$ cat src/rtl/ap_batch_sequencer.sv
// ap_batch_sequencer
// Host-side batch engine for the associative processor AP_s. One start pulse
// loads CELL_QUANT operand pairs into CAM columns A and B, launches the
// selected operation, waits for the AP completion interrupt and streams
// column C back out through a small result FIFO.
//
// Ports
//   CLK100MHZ, rst          clock, synchronous active-high reset
//   start, cmd_in, dir_in,  batch launch and its operation/direction/bank,
//   bank_in                 captured when start is seen in IDLE
//   opnd_valid/ready/a/b    operand pair stream (column A word, column B word)
//   res_valid/ready/data/   column C result stream, res_last marks the
//   res_last                result of the final row
//   busy, done, err         status: not idle, end-of-batch pulse, sticky timeout
//   ap_*                    registered AP_s control/data bus, ap_data_out and
//                           ap_state_irq come back from the AP
//
// Handshake rule for both streams: a transfer happens on a rising clock edge
// where valid and ready are both high; valid never depends on ready.
module ap_batch_sequencer #(
  parameter int WORD_SIZE      = 8,
  parameter int CELL_QUANT     = 512,
  parameter int ADDR_W         = $clog2(CELL_QUANT + 1),
  parameter int TIMEOUT_CYCLES = 65536
) (
  input  logic                 CLK100MHZ,
  input  logic                 rst,
  input  logic                 start,
  input  logic [2:0]           cmd_in,
  input  logic                 dir_in,
  input  logic                 bank_in,
  input  logic                 opnd_valid,
  output logic                 opnd_ready,
  input  logic [WORD_SIZE-1:0] opnd_a,
  input  logic [WORD_SIZE-1:0] opnd_b,
  output logic                 res_valid,
  input  logic                 res_ready,
  output logic [WORD_SIZE-1:0] res_data,
  output logic                 res_last,
  output logic                 busy,
  output logic                 done,
  output logic                 err,
  output logic [ADDR_W-1:0]    ap_addr,
  output logic [WORD_SIZE-1:0] ap_data,
  output logic                 ap_write_en,
  output logic                 ap_read_en,
  output logic [1:0]           ap_sel_col,
  output logic                 ap_sel_internal_col,
  output logic                 ap_mode,
  output logic [2:0]           ap_cmd,
  output logic                 ap_op_direction,
  input  logic [WORD_SIZE-1:0] ap_data_out,
  input  logic                 ap_state_irq
);

  localparam int TMO_W = $clog2(TIMEOUT_CYCLES + 1);
  localparam logic [ADDR_W-1:0] ROW_LAST = ADDR_W'(CELL_QUANT - 1);
  localparam logic [TMO_W-1:0]  TMO_LAST = TMO_W'(TIMEOUT_CYCLES - 1);

  typedef enum logic [2:0] {
    S_IDLE, S_WR_A, S_WR_B, S_LAUNCH, S_WAIT_IRQ, S_DRAIN, S_FINISH
  } state_t;

  state_t state, state_next;

  logic [ADDR_W-1:0]    row;
  logic [WORD_SIZE-1:0] b_hold;
  logic [TMO_W-1:0]     tmo_cnt;
  logic                 irq_prev;
  logic                 issued_all;   // every row of column C has been read
  logic                 rd_last;      // tag of the read presented on ap_read_en
  logic                 bus_vld;      // ap_data_out carries read data this cycle
  logic                 bus_last;

  logic [WORD_SIZE-1:0] fifo_data [2];
  logic [1:0]           fifo_last;
  logic                 fifo_wp, fifo_rp;
  logic [1:0]           fifo_cnt;

  logic       opnd_hs, irq_rise, tmo_hit, pop, issue;
  logic [2:0] pend;

  assign opnd_ready = (state == S_WR_A);
  assign busy       = (state != S_IDLE);
  assign done       = (state == S_FINISH);
  assign res_valid  = (fifo_cnt != 2'd0);
  assign res_data   = fifo_data[fifo_rp];
  assign res_last   = res_valid & fifo_last[fifo_rp];

  always_comb begin
    opnd_hs  = (state == S_WR_A) && opnd_valid;
    irq_rise = ap_state_irq && !irq_prev;
    tmo_hit  = (tmo_cnt == TMO_LAST);
    pop      = res_valid && res_ready;
    // Entries that will still be held (FIFO after this pop plus the reads
    // on their way); a new read is issued only while that stays below 2,
    // so the FIFO can never overflow even if the consumer stops forever.
    pend  = {1'b0, fifo_cnt} + {2'b00, ap_read_en} + {2'b00, bus_vld} - {2'b00, pop};
    issue = (state == S_DRAIN) && !issued_all && (pend < 3'd2);
  end

  always_comb begin
    state_next = state;
    case (state)
      S_IDLE:     if (start) state_next = S_WR_A;
      S_WR_A:     if (opnd_hs) state_next = S_WR_B;
      S_WR_B:     state_next = (row == ROW_LAST) ? S_LAUNCH : S_WR_A;
      S_LAUNCH:   state_next = S_WAIT_IRQ;
      S_WAIT_IRQ: begin
        if (irq_rise)     state_next = S_DRAIN;
        else if (tmo_hit) state_next = S_FINISH;
      end
      S_DRAIN:    if (pop && res_last) state_next = S_FINISH;
      S_FINISH:   state_next = S_IDLE;
      default:    state_next = S_IDLE;
    endcase
  end

  always_ff @(posedge CLK100MHZ) begin
    if (rst) begin
      state               <= S_IDLE;
      row                 <= '0;
      b_hold              <= '0;
      tmo_cnt             <= '0;
      irq_prev            <= 1'b0;
      issued_all          <= 1'b0;
      rd_last             <= 1'b0;
      bus_vld             <= 1'b0;
      bus_last            <= 1'b0;
      err                 <= 1'b0;
      ap_addr             <= '0;
      ap_data             <= '0;
      ap_write_en         <= 1'b0;
      ap_read_en          <= 1'b0;
      ap_sel_col          <= 2'd0;
      ap_sel_internal_col <= 1'b0;
      ap_mode             <= 1'b0;
      ap_cmd              <= 3'd0;
      ap_op_direction     <= 1'b0;
      fifo_data[0]        <= '0;
      fifo_data[1]        <= '0;
      fifo_last           <= 2'b00;
      fifo_wp             <= 1'b0;
      fifo_rp             <= 1'b0;
      fifo_cnt            <= 2'd0;
    end else begin
      state       <= state_next;
      irq_prev    <= ap_state_irq;
      ap_write_en <= 1'b0;
      ap_read_en  <= 1'b0;
      bus_vld     <= ap_read_en;
      bus_last    <= rd_last;

      case (state)
        S_IDLE: begin
          if (start) begin
            ap_cmd              <= cmd_in;
            ap_op_direction     <= dir_in;
            ap_sel_internal_col <= bank_in;
            err                 <= 1'b0;
            row                 <= '0;
          end
        end
        S_WR_A: begin
          if (opnd_hs) begin
            ap_write_en <= 1'b1;
            ap_sel_col  <= 2'd0;
            ap_addr     <= row;
            ap_data     <= opnd_a;
            b_hold      <= opnd_b;
          end
        end
        S_WR_B: begin
          ap_write_en <= 1'b1;
          ap_sel_col  <= 2'd1;
          ap_addr     <= row;
          ap_data     <= b_hold;
          if (row != ROW_LAST) row <= row + 1'b1;
        end
        S_LAUNCH: begin
          ap_sel_col <= 2'd0;
          ap_mode    <= 1'b1;
          tmo_cnt    <= '0;
        end
        S_WAIT_IRQ: begin
          tmo_cnt <= tmo_cnt + 1'b1;
          if (irq_rise) begin
            ap_mode    <= 1'b0;
            row        <= '0;
            issued_all <= 1'b0;
          end else if (tmo_hit) begin
            ap_mode <= 1'b0;
            err     <= 1'b1;
          end
        end
        S_DRAIN: begin
          ap_sel_col <= 2'd2;
          if (issue) begin
            ap_read_en <= 1'b1;
            ap_addr    <= row;
            rd_last    <= (row == ROW_LAST);
            row        <= row + 1'b1;
            if (row == ROW_LAST) issued_all <= 1'b1;
          end
        end
        S_FINISH: ap_sel_col <= 2'd0;
        default: ;
      endcase

      // Read data appears on ap_data_out the cycle after ap_read_en.
      if (bus_vld) begin
        fifo_data[fifo_wp] <= ap_data_out;
        fifo_last[fifo_wp] <= bus_last;
        fifo_wp            <= ~fifo_wp;
      end
      if (pop) fifo_rp <= ~fifo_rp;
      fifo_cnt <= fifo_cnt + {1'b0, bus_vld} - {1'b0, pop};
    end
  end

endmodule

$ cat config.mk
export PLATFORM = sky130hd
export DESIGN_NAME = ap_batch_sequencer
export DESIGN_NICKNAME = d
export VERILOG_FILES = /design/src/rtl/ap_batch_sequencer.sv
export SDC_FILE = /design/constraint.sdc
export NUM_CORES = 1
export LEC_CHECK = 0
export BUFFER_PORTS_ARGS = -buffer_cell sky130_fd_sc_hd__buf_2
export CORE_ASPECT_RATIO = 0.75
export CORE_MARGIN = 2
export CORE_UTILIZATION = 50
export CTS_CLUSTER_DIAMETER = 40
export DETAILED_ROUTE_END_ITERATION = 7
export PLACE_DENSITY = 0.73
export REMOVE_ABC_BUFFERS = 1
export SLEW_MARGIN = 25
export SYNTH_ARGS = -nofsm -noshare
export SYNTH_HDL_FRONTEND = slang
export SYNTH_SLANG_ARGS = --single-unit
$ cat constraint.sdc
create_clock -name CLK100MHZ -period 4.9 [get_ports CLK100MHZ]
set_input_delay 0.49 -clock CLK100MHZ [delete_from_list [all_inputs] [get_ports CLK100MHZ]]
set_output_delay 0.49 -clock CLK100MHZ [all_outputs]
set_load 0.01 [all_outputs]
Yosys cells after proc, flatten, opt, wreduce, memory -nomap -nowiden
Memory sizes are Yosys's and may differ from the RTL's. A register that Yosys moved wholly into a read port is not among the register bits.
Cells that the tools add are included.
Widths: inputs -> output; s select.
Word-level totals
  bits in writable memories: 16
  register bits: 78
  memories: 1
  word-level logic and storage cells: 140
  output and inout port bits: 42
Operators by class
  $lt $le $gt $ge: 4
  equality and inequality tests: 19
  add/sub/neg operators: 7
  muxes and demuxes: 49
  reductions and logical operators: 33
  bitwise logic cells: 4
Memories
  fifo_data: depth 2, bits a word 8, read ports 1, clocked after Yosys merged registers in 1, wr ports 2, line 75  | logic [WORD_SIZE-1:0] fifo_data [2];
Operator list (number)
  $mux 10: 6
  $pmux 10 s4: 1
  $pmux 17 s2: 1
  $pmux 10 s3: 1
  $mux 1: 22
  $pmux 3 s6: 1
  $add 17x1->17 const B: 1
  $eq 17x16->1 const B: 1
  $mux 8: 2
  $pmux 8 s2: 1
  $mux 3: 5
  $ne 2x2->1 const B: 6
  $reduce_and 2->1: 6
  $reduce_and 4->1: 3
  $add 10x1->10 const B: 1
  $eq 10x9->1 const B: 1
  $ne 10x9->1 const B: 1
  $reduce_bool 2->1: 5
  $eq 3x3->1 const B: 3
  $pmux 1 s2: 4
  $pmux 2 s4: 1
  $reduce_bool 4->1: 2
  $reduce_or 8->1: 1
  $logic_and 1x1->1: 7
  other kinds (23): 33

Longest topological paths before layout
  depth after elaboration: 7
  depth in mapped cells: 15

Worst setup path after synthesis
OpenSTA, ideal clock, no wires.
  path kind: register to register
  start: register fifo_cnt[1]
  end: register row[1]
  arrival: 3.245 ns
  required time: 4.830 ns
  library setup time: 0.070 ns
  path slack: 1.585 ns
  clock period less this slack: 3.315 ns
  cell stages (with the launch flop): 14
  path through: dfxtp_1 > inv_1 > nand2_1 > and2_1 > ha_1 > inv_1 > ha_1 > a21o_1 > fa_1 > or4_4 > buf_6 > a21o_4 > or3b_1 > a21oi_1
On the way
  word-level cells in the longest chain between the ends: 7
  elaborated cells between the ends (all ways): 9
  classes of those cells: add/sub: 3; order compare: 1; eq/ne: 1; reduce/logical: 4
RTL lines
  start, declared: line 78  | logic [1:0] fifo_cnt;
  start signal, assigned: line 217  | fifo_cnt <= fifo_cnt + {1'b0, bus_vld} - {1'b0, pop};
  $reduce_bool 2->1: line 86  | assign res_valid = (fifo_cnt != 2'd0);
  via res_valid: line 36  | output logic res_valid,
  $logic_and 1x1->1: line 94  | pop = res_valid && res_ready;
  via pop: line 80  | logic opnd_hs, irq_rise, tmo_hit, pop, issue;
  $sub 3x1->3: line 98  | pend = {1'b0, fifo_cnt} + {2'b00, ap_read_en} + {2'b00, bus_vld} - {2'b00, pop};
  $lt 3x2->1: line 99  | issue = (state == S_DRAIN) && !issued_all && (pend < 3'd2);
  $logic_and 1x1->1: line 99
  $ne 2x2->1 (no line)
  $reduce_and 5->1 (no line)
  end signal, assigned: line 178  | if (row != ROW_LAST) row <= row + 1'b1;
  end signal, assigned: line 202  | row <= row + 1'b1;
  end, declared: line 66  | logic [ADDR_W-1:0] row;
The timed path passes the listed nets, and every way through them passes these cells.
A chain may end at the register's enable or synchronous reset.

Worst setup path after layout
  start: register fifo_cnt[1]
  end: register ap_addr[9]
On the way
  word-level cells in the longest chain between the ends: 7
  elaborated cells between the ends (all ways): 9
  classes of those cells: add/sub: 3; order compare: 1; eq/ne: 1; reduce/logical: 4
RTL lines
  $reduce_bool 2->1: line 86
  $logic_and 1x1->1: line 94
  via pop: line 80
  $sub 3x1->3: line 98
  $lt 3x2->1: line 99
  $logic_and 1x1->1: line 99
  $ne 2x2->1 (no line)
  $reduce_and 3->1 (no line)
  end signal, assigned: line 168  | ap_addr <= row;
  end signal, assigned: line 176  | ap_addr <= row;
  end signal, assigned: line 200  | ap_addr <= row;
  end, declared: line 43  | output logic [ADDR_W-1:0] ap_addr,
The timed path passes the listed nets, and every way through them passes these cells.

==> results by group <==
Worst setup path
  – CP max FO: 10
  – Slowest cell on crit path: or4_4
  – Critical Path Stages: 12
  – Max incr delay on CP: roughly 580 ps
  – CP arrival: ~3600 ps
  – FF-to-FF Start: fifo_cnt[1]$_SDFF_PP0_
  – CP endpoint kind: flip-flop
  – WP buf/inv: 2
  – Req. time, crit path: 5110 ps
  – Family with the most delay on the worst path: simple AND/OR/NAND/NOR gates
  – Kind of critical path: reg2reg
  – Worst r2r dst: ap_addr[9]$_SDFFE_PP0P_
  – Flop2flop setup slack: about 1500 ps
  – Critical Path, Cell by Cell: inv_1 > nand2_1 > and2_1 > ha_1 > inv_1 > ha_1 > a21o_1 > fa_1 > or4_4 > and3_1 > mux2i_1 > nor2_1
  – Setup crit start kind: flip-flop
  – R2R depth: 12

GRT
  – GRT Overall Usage: about 20%
  – Vias in the first global route: around 3500
  – Antenna violations before repair: 0
  – Maximum number of pins on one net before global-route repair: 65
  – GRT overflow: 0
  – First-pass GRT wire length: around 16 mm

STA
  – Rel. slew slack: around 40%
  – Max-slew violation count: 0
  – Worst setup margin: 1540 ps
  – Post-route setup TNS: 0 ps
  – Clk_skew: a little over 8 ps
  – Hold_ws: 378 ps
  – Setup-failing EPs final: 0
  – Slew @ Worst Pin: between 800 and 900 ps
  – Final hold viol count: 0
  – Fmax: just under 300 MHz
  – RSZ-0062 raised after global routing: no
  – Period Utilization, post-route: roughly two thirds
  – Final min period: around 3400 ps

Pwr
  – Switching Share: about a quarter
  – Internal power: approximately 1.3 mW
  – Leak: between 2 and 2.5 nW
  – Clock Power Share: approximately two fifths
  – Combinational Power Share: a little under an eighth
  – Seq pwr share: a little under half
  – VDD IR max: between 0.2 and 0.25 mV
  – Switching pwr: 0.458 mW
  – Pwr/cell area: 352 mW/mm^2

Synthesis
  – Seq/Total Area, Yosys: 47.8%
  – Total of warnings raised by yosys: 0
  – Synth cell count leaders: 79 x dfxtp_1, 61 x nor2_1, 58 x nand2_1
  – Share of the synthesized area in the top cell type: 36.7%
  – Instance count of the mapped netlist: about 480
  – Area leader, netlist: dfxtp_1
  – Top post-synthesis cells by area: dfxtp_1 37%, edfxtp_1 11%, nor2_1 5.3%, nand2_1 5.1%, a21oi_1 5.0%
  – Number of synthesized flops with an enable pin: 16
  – Most common cell in the synthesized netlist: dfxtp_1
  – Ys async rst share: 0%
  – Post-synth cell types: 56
  – #FFs+latches synth: 95
  – Synthesized cell area: 0.00431 mm^2
  – Synthesized area per cell: between 8 and 9 um^2
  – Ys flop type: dfxtp_1

Clock tree
  – Clock buffer count from CTS: 9
  – PostCTS Resize Cnt: 0
  – Max H-tree Level: 3
  – CTS Hold Buffers Added: 0
  – Worst-path clk slew: approximately 70 ps
  – # clock sinks: 95
  – CTS tree: built
  – Setup repair bufs after CTS: 0
  – Worst-skew pair later-pin latency: approximately 340 ps
  – Clock Tree Root: clkbuf_16
  – Clk buf depth: 2

Placement
  – Final GP Congestion: between 0.8 and 0.9
  – Pre-CTS WS: between 1000 and 1500 ps
  – Inst Count DP: approximately 640
  – HPWL after DPL: 6.27 mm
  – Number of I/O port buffers: 76

Final layout
  – Number of cells in the finished layout apart from fillers: about 660
  – Fill cells: between 700 and 800
  – # nets final: approximately 600
  – Synth-to-layout area growth: 17.2%
  – Layout cells sized above 1: approximately a fifth
  – Antenna Cells: 0

Worst hold path
  – Hold Path Cell Cnt: 2
  – Worst hold path type: in2reg
  – Worst Hold Endpoint: irq_prev$_SDFF_PP0_
  – Worst Min Path Start: ap_state_irq

Route
  – DRC errors left: 0
  – Number of vias per cell: between 5 and 6
  – Detailed Route WL: slightly above 9 mm
  – Post-route ant nets: 0
  – 1st-pass router iterations: 4
  – Iteration-0 DRC count of the detailed router: 164
  – Via count: between 3000 and 4000
  – DR WL/cell: 14.0 um

Floorplan
  – Die ar.: 0.00939 mm^2
  – Die X: 111 um
  – Core Region: 0.00842 mm^2
  – Die Y: between 80 and 90 um
  – I/O pin count: a little under 80
  – Row cnt: 29
  – Initial core utilization: 51.2%

Status
  – Status: finished clean

Job
  – Max-Cap Viols: 0
worst register-to-register path: cells and delay by family, from the launching register on:
family	cells	cell delay, ps
fa+ha+maj	3	990
compound gates	1	170
mux	1	270
buf+inv	2	190
simple gates	5	1310
flops	1	320
registers in the layout, indices dropped and copies added, names as in the netlist, 3 cells and up, named ones only:
| name | count |
|---|---|
| ap_addr | 10 |
| ap_cmd | 3 |
| ap_data | 8 |
| b_hold | 8 |
| fifo_data | 16 |
| row | 10 |
| state | 3 |
| tmo_cnt | 17 |
through the flow:
| step | utilization (%) | power (mW) | cell area [um^2] |
|---|---|---|---|
| after floorplan | - | 0.989 | 4190 |
| after global routing | 60.0 | 1.85 | 5050 |
| after detailed placement | 56.3 | 1.07 | 4740 |
| final | 60.0 | 1.78 | 5050 |
| after CTS | 60.0 | 1.79 | 5050 |
| after global placement | 56.3 | 1.06 | 4740 |
placed cells by master (no fill, tap or decap), types with 3 or more instances in the layout:
cell type and instances:
clkinv_4 3, a311oi_1 9, or3b_1 3, ha_1 7, o21ai_0 19, or3_1 5, nand3_1 11, a31oi_1 3
edfxtp_1 16, nand2_1 58, clkbuf_16 9, nor3_1 13, mux2i_1 17, and3_1 5, nand3b_1 6, inv_1 14
nor4_1 3, nand4_1 4, nor2_1 61, mux2_2 10, nor2b_1 6, dfxtp_1 79, buf_2 76, and2_1 20
xnor2_1 5, buf_4 4, a21oi_1 43, nand2b_1 3
cells by family after synthesis:
| logic type | after synthesis | synth area share [%] |
|---|---|---|
| and+or+nand+nor | 212 | 24.8 |
| xor gates and xnor gates | 5 | 1.02 |
| buffers and inverters | 40 | 4.01 |
| muxes | 27 | 6.56 |
| DFF | 95 | 47.8 |
| adders and majority gates | 8 | 2.50 |
| AOI/OAI and AO/OA | 92 | 13.3 |
worst max path at each step:
stage,from,endpoint,slack [ps]
2_1_floorplan,fifo_cnt[1]$_SDFF_PP0_,row[1]$_SDFFE_PP0P_,1640
3_3_place_gp,res_ready,row[1]$_SDFFE_PP0P_,1580
3_5_place_dp,res_ready,ap_addr[9]$_SDFFE_PP0P_,1500
4_1_cts,fifo_cnt[1]$_SDFF_PP0_,ap_addr[9]$_SDFFE_PP0P_,1530
5_1_grt,fifo_cnt[1]$_SDFF_PP0_,ap_addr[2]$_SDFFE_PP0P_,1340
6_report,fifo_cnt[1]$_SDFF_PP0_,ap_addr[9]$_SDFFE_PP0P_,1540
routing by layer:
| metal | vias to the layer above | track usage, % | share of wire [%] |
|---|---|---|---|
| li1 | 1807 | - | - |
| met1 | 1664 | 26.8 | 46 |
| met2 | 94 | 33.6 | 47 |
| met3 | 9 | 4.62 | 5.3 |
| met4 | 0 | 6.96 | 1.0 |
| met5 | - | 0 | 0 |
area by class of cell:
class	instances	area [um^2]	area share, %
inverters	14	52.6	1.04
clock inverters	7	90.1	1.78
repair buffers	80	410	8.12
multi-input cells	344	2080	41.1
well taps	108	135	2.68
clock buffers	9	225	4.46
flip-flops and latches	95	2060	40.8
power groups by stage:
stage | Combinational (mW) | Sequential [mW] | Clock [mW]
floorplan | 0.126 | 0.863 | 0
global placement | 0.199 | 0.861 | 0
detailed placement | 0.205 | 0.862 | 0
CTS | 0.206 | 0.845 | 0.739
global route | 0.228 | 0.849 | 0.768
finish | 0.204 | 0.845 | 0.727
Power figures use the tool's default switching activity.
